[config.mk]
export PLATFORM = sky130hd
export DESIGN_NAME = bp_table_ctrl
export DESIGN_NICKNAME = d
export VERILOG_FILES = /design/src/rtl/bp_table_ctrl_pkg.sv /design/src/rtl/bp_table_ctrl.sv
export SDC_FILE = /design/constraint.sdc
export NUM_CORES = 1
export LEC_CHECK = 0
export CORE_MARGIN = 4
export CORE_UTILIZATION = 48
export DETAILED_ROUTE_END_ITERATION = 12
export MAX_ROUTING_LAYER = met4
export PLACE_DENSITY = 0.9
export SLEW_MARGIN = 20
export SYNTH_ARGS = -nofsm -noshare
export SYNTH_HDL_FRONTEND = slang
export SYNTH_SLANG_ARGS = --single-unit
[constraint.sdc]
create_clock -name clk_in -period 2.98 [get_ports clk_in]
set_input_delay 0.447 -clock clk_in [delete_from_list [all_inputs] [get_ports clk_in]]
set_output_delay 0.447 -clock clk_in [all_outputs]
set_load 0.05 [all_outputs]
[src/rtl/bp_table_ctrl_pkg.sv]
// Shared constants for the branch history table controller:
// counter init value, saturation limits, FSM state encoding and
// the 2-bit saturating counter update rule.
package bp_table_ctrl_pkg;

    typedef enum logic [1:0] {
        ST_INIT   = 2'd0,
        ST_IDLE   = 2'd1,
        ST_UPD_RD = 2'd2,
        ST_UPD_WR = 2'd3
    } bp_state_e;

    localparam logic [1:0] CTR_INIT = 2'b01;
    localparam logic [1:0] CTR_MIN  = 2'b00;
    localparam logic [1:0] CTR_MAX  = 2'b11;

    // Saturating 2-bit counter step: taken counts up to CTR_MAX,
    // not-taken counts down to CTR_MIN.
    function automatic logic [1:0] ctr_next(input logic [1:0] ctr, input logic taken);
        logic [1:0] r;
        r = ctr;
        if (taken) begin
            if (ctr != CTR_MAX) r = ctr + 2'd1;
        end else begin
            if (ctr != CTR_MIN) r = ctr - 2'd1;
        end
        return r;
    endfunction

endpackage

[src/rtl/bp_table_ctrl.sv]
// Branch history table controller: arbitrates the single-port counter
// table between fetch lookups and buffered commit updates (read-modify-
// write), and sweeps the table to weakly-not-taken after reset.
// Optional build macro BP_CTRL_PERF_EN adds perf_lookups / perf_stalls.
module bp_table_ctrl #(
    parameter int unsigned INDEX_W    = 8,
    parameter int unsigned FIFO_DEPTH = 4
) (
    input  logic               clk_in,
    input  logic               rst_in,
    input  logic               rdy_in,
    input  logic               lk_valid,
    input  logic [31:0]        lk_pc,
    output logic               lk_ready,
    output logic               pred_valid,
    output logic               pred_taken,
    input  logic               upd_valid,
    input  logic [31:0]        upd_pc,
    input  logic               upd_taken,
    output logic               upd_ready,
    output logic               tbl_en,
    output logic               tbl_we,
    output logic [INDEX_W-1:0] tbl_idx,
    output logic [1:0]         tbl_wdata,
    input  logic [1:0]         tbl_rdata
`ifdef BP_CTRL_PERF_EN
    ,
    output logic [31:0]        perf_lookups,
    output logic [31:0]        perf_stalls
`endif
);

    import bp_table_ctrl_pkg::*;

    localparam int unsigned PTR_W = $clog2(FIFO_DEPTH);
    localparam int unsigned CNT_W = PTR_W + 1;
    localparam logic [INDEX_W-1:0] IDX_LAST = '1;
    localparam logic [CNT_W-1:0]   CNT_FULL = CNT_W'(FIFO_DEPTH);

    bp_state_e          state_q, state_d;
    logic [INDEX_W-1:0] sweep_q, sweep_d;

    logic [INDEX_W-1:0] fifo_idx [FIFO_DEPTH];
    logic               fifo_tkn [FIFO_DEPTH];
    logic [PTR_W-1:0]   wr_ptr, rd_ptr;
    logic [CNT_W-1:0]   count;

    logic [INDEX_W-1:0] rmw_idx;
    logic               rmw_tkn;
    logic [1:0]         rmw_ctr;
    logic               pred_q;

    logic               active;
    logic               fifo_full, fifo_empty;
    logic               push, pop, lk_accept;
    logic [INDEX_W-1:0] lk_idx, upd_idx;
    logic               unused_pc_bits;

    assign lk_idx  = lk_pc[INDEX_W+1:2];
    assign upd_idx = upd_pc[INDEX_W+1:2];
    assign unused_pc_bits = ^{lk_pc[31:INDEX_W+2], lk_pc[1:0],
                              upd_pc[31:INDEX_W+2], upd_pc[1:0]};

    // Reset and rdy_in both suppress every handshake and table strobe,
    // so an RMW caught by reset never reaches the table.
    assign active     = rdy_in & ~rst_in;
    assign fifo_full  = (count == CNT_FULL);
    assign fifo_empty = (count == '0);

    assign lk_ready   = active & (state_q == ST_IDLE) & ~fifo_full;
    assign upd_ready  = active & (state_q != ST_INIT) & ~fifo_full;
    assign push       = upd_valid & upd_ready;

    assign pred_valid = pred_q & active;
    assign pred_taken = pred_valid & tbl_rdata[1];

    // Next-state and table strobe selection.
    always_comb begin
        state_d   = state_q;
        sweep_d   = sweep_q;
        pop       = 1'b0;
        lk_accept = 1'b0;
        tbl_en    = 1'b0;
        tbl_we    = 1'b0;
        tbl_idx   = '0;
        tbl_wdata = '0;
        if (active) begin
            unique case (state_q)
                ST_INIT: begin
                    tbl_en    = 1'b1;
                    tbl_we    = 1'b1;
                    tbl_idx   = sweep_q;
                    tbl_wdata = CTR_INIT;
                    sweep_d   = sweep_q + INDEX_W'(1);
                    if (sweep_q == IDX_LAST) state_d = ST_IDLE;
                end
                ST_IDLE: begin
                    if (fifo_full) begin
                        pop     = 1'b1;
                        tbl_en  = 1'b1;
                        tbl_idx = fifo_idx[rd_ptr];
                        state_d = ST_UPD_RD;
                    end else if (lk_valid) begin
                        lk_accept = 1'b1;
                        tbl_en    = 1'b1;
                        tbl_idx   = lk_idx;
                    end else if (!fifo_empty) begin
                        pop     = 1'b1;
                        tbl_en  = 1'b1;
                        tbl_idx = fifo_idx[rd_ptr];
                        state_d = ST_UPD_RD;
                    end
                end
                ST_UPD_RD: begin
                    state_d = ST_UPD_WR;
                end
                ST_UPD_WR: begin
                    tbl_en    = 1'b1;
                    tbl_we    = 1'b1;
                    tbl_idx   = rmw_idx;
                    tbl_wdata = ctr_next(rmw_ctr, rmw_tkn);
                    state_d   = ST_IDLE;
                end
                default: state_d = ST_INIT;
            endcase
        end
    end

    // Control state: FSM, sweep pointer, FIFO pointers/count, prediction flag.
    // pred_q follows lk_accept even while frozen so a prediction is never
    // re-presented on a later cycle.
    always_ff @(posedge clk_in) begin
        if (rst_in) begin
            state_q <= ST_INIT;
            sweep_q <= '0;
            wr_ptr  <= '0;
            rd_ptr  <= '0;
            count   <= '0;
            pred_q  <= 1'b0;
        end else begin
            pred_q <= lk_accept;
            if (rdy_in) begin
                state_q <= state_d;
                sweep_q <= sweep_d;
                if (push) wr_ptr <= wr_ptr + PTR_W'(1);
                if (pop)  rd_ptr <= rd_ptr + PTR_W'(1);
                if (push && !pop) begin
                    count <= count + CNT_W'(1);
                end else if (pop && !push) begin
                    count <= count - CNT_W'(1);
                end
            end
        end
    end

    // FIFO storage and RMW operand capture (data path, no reset needed).
    always_ff @(posedge clk_in) begin
        if (push) begin
            fifo_idx[wr_ptr] <= upd_idx;
            fifo_tkn[wr_ptr] <= upd_taken;
        end
        if (pop) begin
            rmw_idx <= fifo_idx[rd_ptr];
            rmw_tkn <= fifo_tkn[rd_ptr];
        end
        if (active && state_q == ST_UPD_RD) begin
            rmw_ctr <= tbl_rdata;
        end
    end

`ifdef BP_CTRL_PERF_EN
    // Accepted-lookup and lookup-stall counters, wrapping at 2**32.
    always_ff @(posedge clk_in) begin
        if (rst_in) begin
            perf_lookups <= '0;
            perf_stalls  <= '0;
        end else if (rdy_in) begin
            if (lk_accept) perf_lookups <= perf_lookups + 32'd1;
            if (lk_valid && !lk_ready && state_q != ST_INIT) perf_stalls <= perf_stalls + 32'd1;
        end
    end
`endif

endmodule
==> summary.txt, run 1 <==
Status -> completed
Remaining DRCs -> 0
Synth Warn # -> 0
Worst reg2reg setup slack -> 0.66 ns
Antenna viol nets, final -> 0
LEAKAGE -> 1.36 nW
Power Internal -> 1.52 mW
CTS max path bufs -> 2
Initial antenna violation count -> 0
# IOs -> 88
Post-DP HPWL -> 4560 um
Top cells by area, synth -> edfxtp_1 (45%), dfxtp_1 (13%), mux4_2 (6.5%), ha_1 (4.8%), and3b_1 (2.2%)
Fillers -> 454
Worst hold path type -> reg -> reg
CP required -> 2.53 ns
DIE AREA -> 7870 sq um
Switching share of power -> 21.1%
Row count -> 29
Max-slew violation total from the final report -> 0
Die Span X -> 88.7 um
Vias in the first global route -> 2207
WS Path Type -> reg -> out
Mapped Nets -> 323
Worst Hold End -> rd_ptr[1]
Max cap viols -> 0
Clock Skews -> 0.00366 ns
Final setup vio count -> 0
Vias post-DR -> 2095
WL final -> 6310 um
GRT Resource Usage Total -> 18.5%
Routed len/inst -> 17.4 um
Largest net degree at the start of global routing -> 22
Total CTS buffers -> 9
Flop pwr share -> 51.6%
RSZ-0062 raised after global routing -> false
Cells on worst reg2reg path -> 10
Commonest non-fill, non-tap cells in the layout -> edfxtp_1 (47), clkdlybuf4s50_1 (23), dfxtp_1 (20)
GP Congestion -> 0.848
Vias/cell -> 5.79
Combinational share of power -> 5.0%
WHS Path Cells -> 2
Sequential share of the synthesized area -> 57.9%
Port-buffer cells -> 39
Starting Density -> 49.3%
Most common cell after layout, fill and taps aside -> edfxtp_1
Top_reg_cell synth -> edfxtp_1
Pwr dens -> 485 nW/um^2
Syn Area/Cell -> 13.1 sq um
Worst-path maximum fanout -> 8
TritonRoute pass-1 iters -> 4
First-pass GRT wire length -> 10300 um
Worst-path clk slew -> 0.07 ns
Reg2reg start -> state_q[0]
CTS Sinks -> 67
Maximum vdd drop -> 446 uV
Critical path endpoint category -> output port
Rel. slew slack -> 64.6%
Final min period -> 2.74 ns
Number of synthesized flops with an enable pin -> 47
Post-Syn Area -> 3130 sq um
Reg-to-Reg End -> count[2]
Total grt overflow -> 0
Min-Delay Startpoint -> rd_ptr[1]
Final Instance Area -> 3980 sq um
Switch Pwr -> 0.408 mW
CTS tree -> done
Final nets -> 365
Post-placement cell area -> 3750 sq um
Setup TNS Final -> 0 ns
Final Hold Fails -> 0
Worst path arrival time -> 2.29 ns
Post-route core utilization -> 62.7%
Distinct cells, synth -> 42
Die height -> 88.7 um
Cells after Synth -> 238
Initial DRC Count -> 146
Antenna Cells -> 0
H-tree Lvls -> 3
Top-area cell type share of the netlist area -> 45.1%
Share of cells above drive strength 1 -> 18.9%
Worst-Skew Late Latency -> 0.34 ns
Worst-Margin Slew -> 0.531 ns
Area Overhead vs Synth -> 27.3%
Fraction of registers with async set or reset after synthesis -> 0%
Dominant cell type by area after synthesis -> edfxtp_1
CP Launch Type -> flip-flop
Hold-fix buffers, CTS -> 0
FF+latch count, synth -> 67
Core Area -> 6350 sq um
Crit share post-route -> 92.0%
CTS root buf -> clkbuf_8
Max Freq -> 365 MHz
Clock power frac -> 43.3%
[registers in the layout, indices dropped and copies added, names as in the netlist, named ones only]
register	count
fifo_idx	32
rmw_idx	8
sweep_q	8
fifo_tkn	4
count	3
rd_ptr	2
rmw_ctr	2
state_q	2
wr_ptr	2
pred_q	1
rmw_tkn	1
[synth_stat cells (all sizes together) (7+ instances only)]
| cell type | count |
|---|---|
| buf | 10 |
| nor2 | 18 |
| and2 | 8 |
| inv | 8 |
| ha | 12 |
| and3b | 8 |
| dfxtp | 20 |
| a22oi | 8 |
| edfxtp | 47 |
| o221ai | 8 |
| a211oi | 8 |
| nand3 | 14 |
| mux4 | 9 |
| xnor2 | 7 |
[what timing repair did]
action                                  in CTS  in global routing
endpoints found under the setup margin       0                  1
endpoints found under the hold margin        0                  0
resized for setup                            0                  1
setup buffers                                0                  0
[routing by layer]
metal,vias to the layer above,share of wire (%),GRT usage (%)
met2,72,52,30.4
met3,14,6.0,6.61
li1,978,-,-
met1,1031,40,20.3
met4,0,2.0,7.69
met5,-,0,-
[kinds of logic after synthesis]
logic type | share of synthesized area [%]
adder cells (fa/ha/maj) | 6.08
AO/OA/AOI/OAI | 8.40
multiplexers | 7.48
flip-flops | 57.9
buffers and inverters | 3.52
AND/OR/NAND/NOR | 13.2
XOR/XNOR | 3.36
[metrics by stage]
| stage | setup WS [ns] | hold slack [ns] | instances | power (mW) |
|---|---|---|---|---|
| 2_1_floorplan | 0.163 | 0.466 | 238 | 1.05 |
| 3_3_place_gp | 0.293 | 0.492 | 346 | 1.11 |
| 3_5_place_dp | 0.307 | 0.509 | 346 | 1.12 |
| 4_1_cts | 0.0986 | 0.520 | 362 | 1.95 |
| 5_1_grt | 0.0404 | 0.564 | 362 | 1.99 |
| 6_report | 0.239 | 0.517 | 362 | 1.93 |
[layout make-up]
type                       count  area [sq um]  area share, %
sequential                    67          1810           45.5
multi-input combinational    147          1210           30.4
timing repair buffer          47           611           15.3
clock buffer                   9           124           3.11
clock inverter                 7           100           2.51
tap                           77          96.3           2.42
inverter                       8          30.0          0.754
[worst max path at each step]
stage | start | end | slack (ns) | cells after the start
2_1_floorplan | state_q[0] | tbl_idx[6] | 0.16 | 7
3_3_place_gp | rst_in | count[2] | 0.29 | 10
3_5_place_dp | rst_in | count[2] | 0.31 | 10
4_1_cts | state_q[0] | tbl_idx[3] | 0.1 | 6
5_1_grt | flip-flop | tbl_idx[3] | 0.04 | 5
6_report | flip-flop | tbl_idx[7] | 0.24 | 5
[worst max-delay path, stage by stage, from the launching register on]
cell,delay [ns]
dfxtp_1,0.66
mux4_2,0.37
nand3_1,0.08
and3b_1,0.18
a211oi_1,0.45
buf_12,0.20
[power by group through the flow]
stage / registers, mW / clock network, mW / logic (mW)
floorplan: 1.02 / 0 / 0.0368
global placement: 1.02 / 0 / 0.0943
detailed placement: 1.02 / 0 / 0.0967
CTS: 0.997 / 0.855 / 0.0971
global route: 0.998 / 0.893 / 0.104
finish: 0.998 / 0.837 / 0.0971
Note: power is estimated with default switching activity, not from simulation.
==> run 2, diff against run 1 <==
- HOLD_SLACK_MARGIN: not set -> 0.08
==> results of run 2 <==
Same layout as run 1: the final DEF is identical, and so are final timing and power.
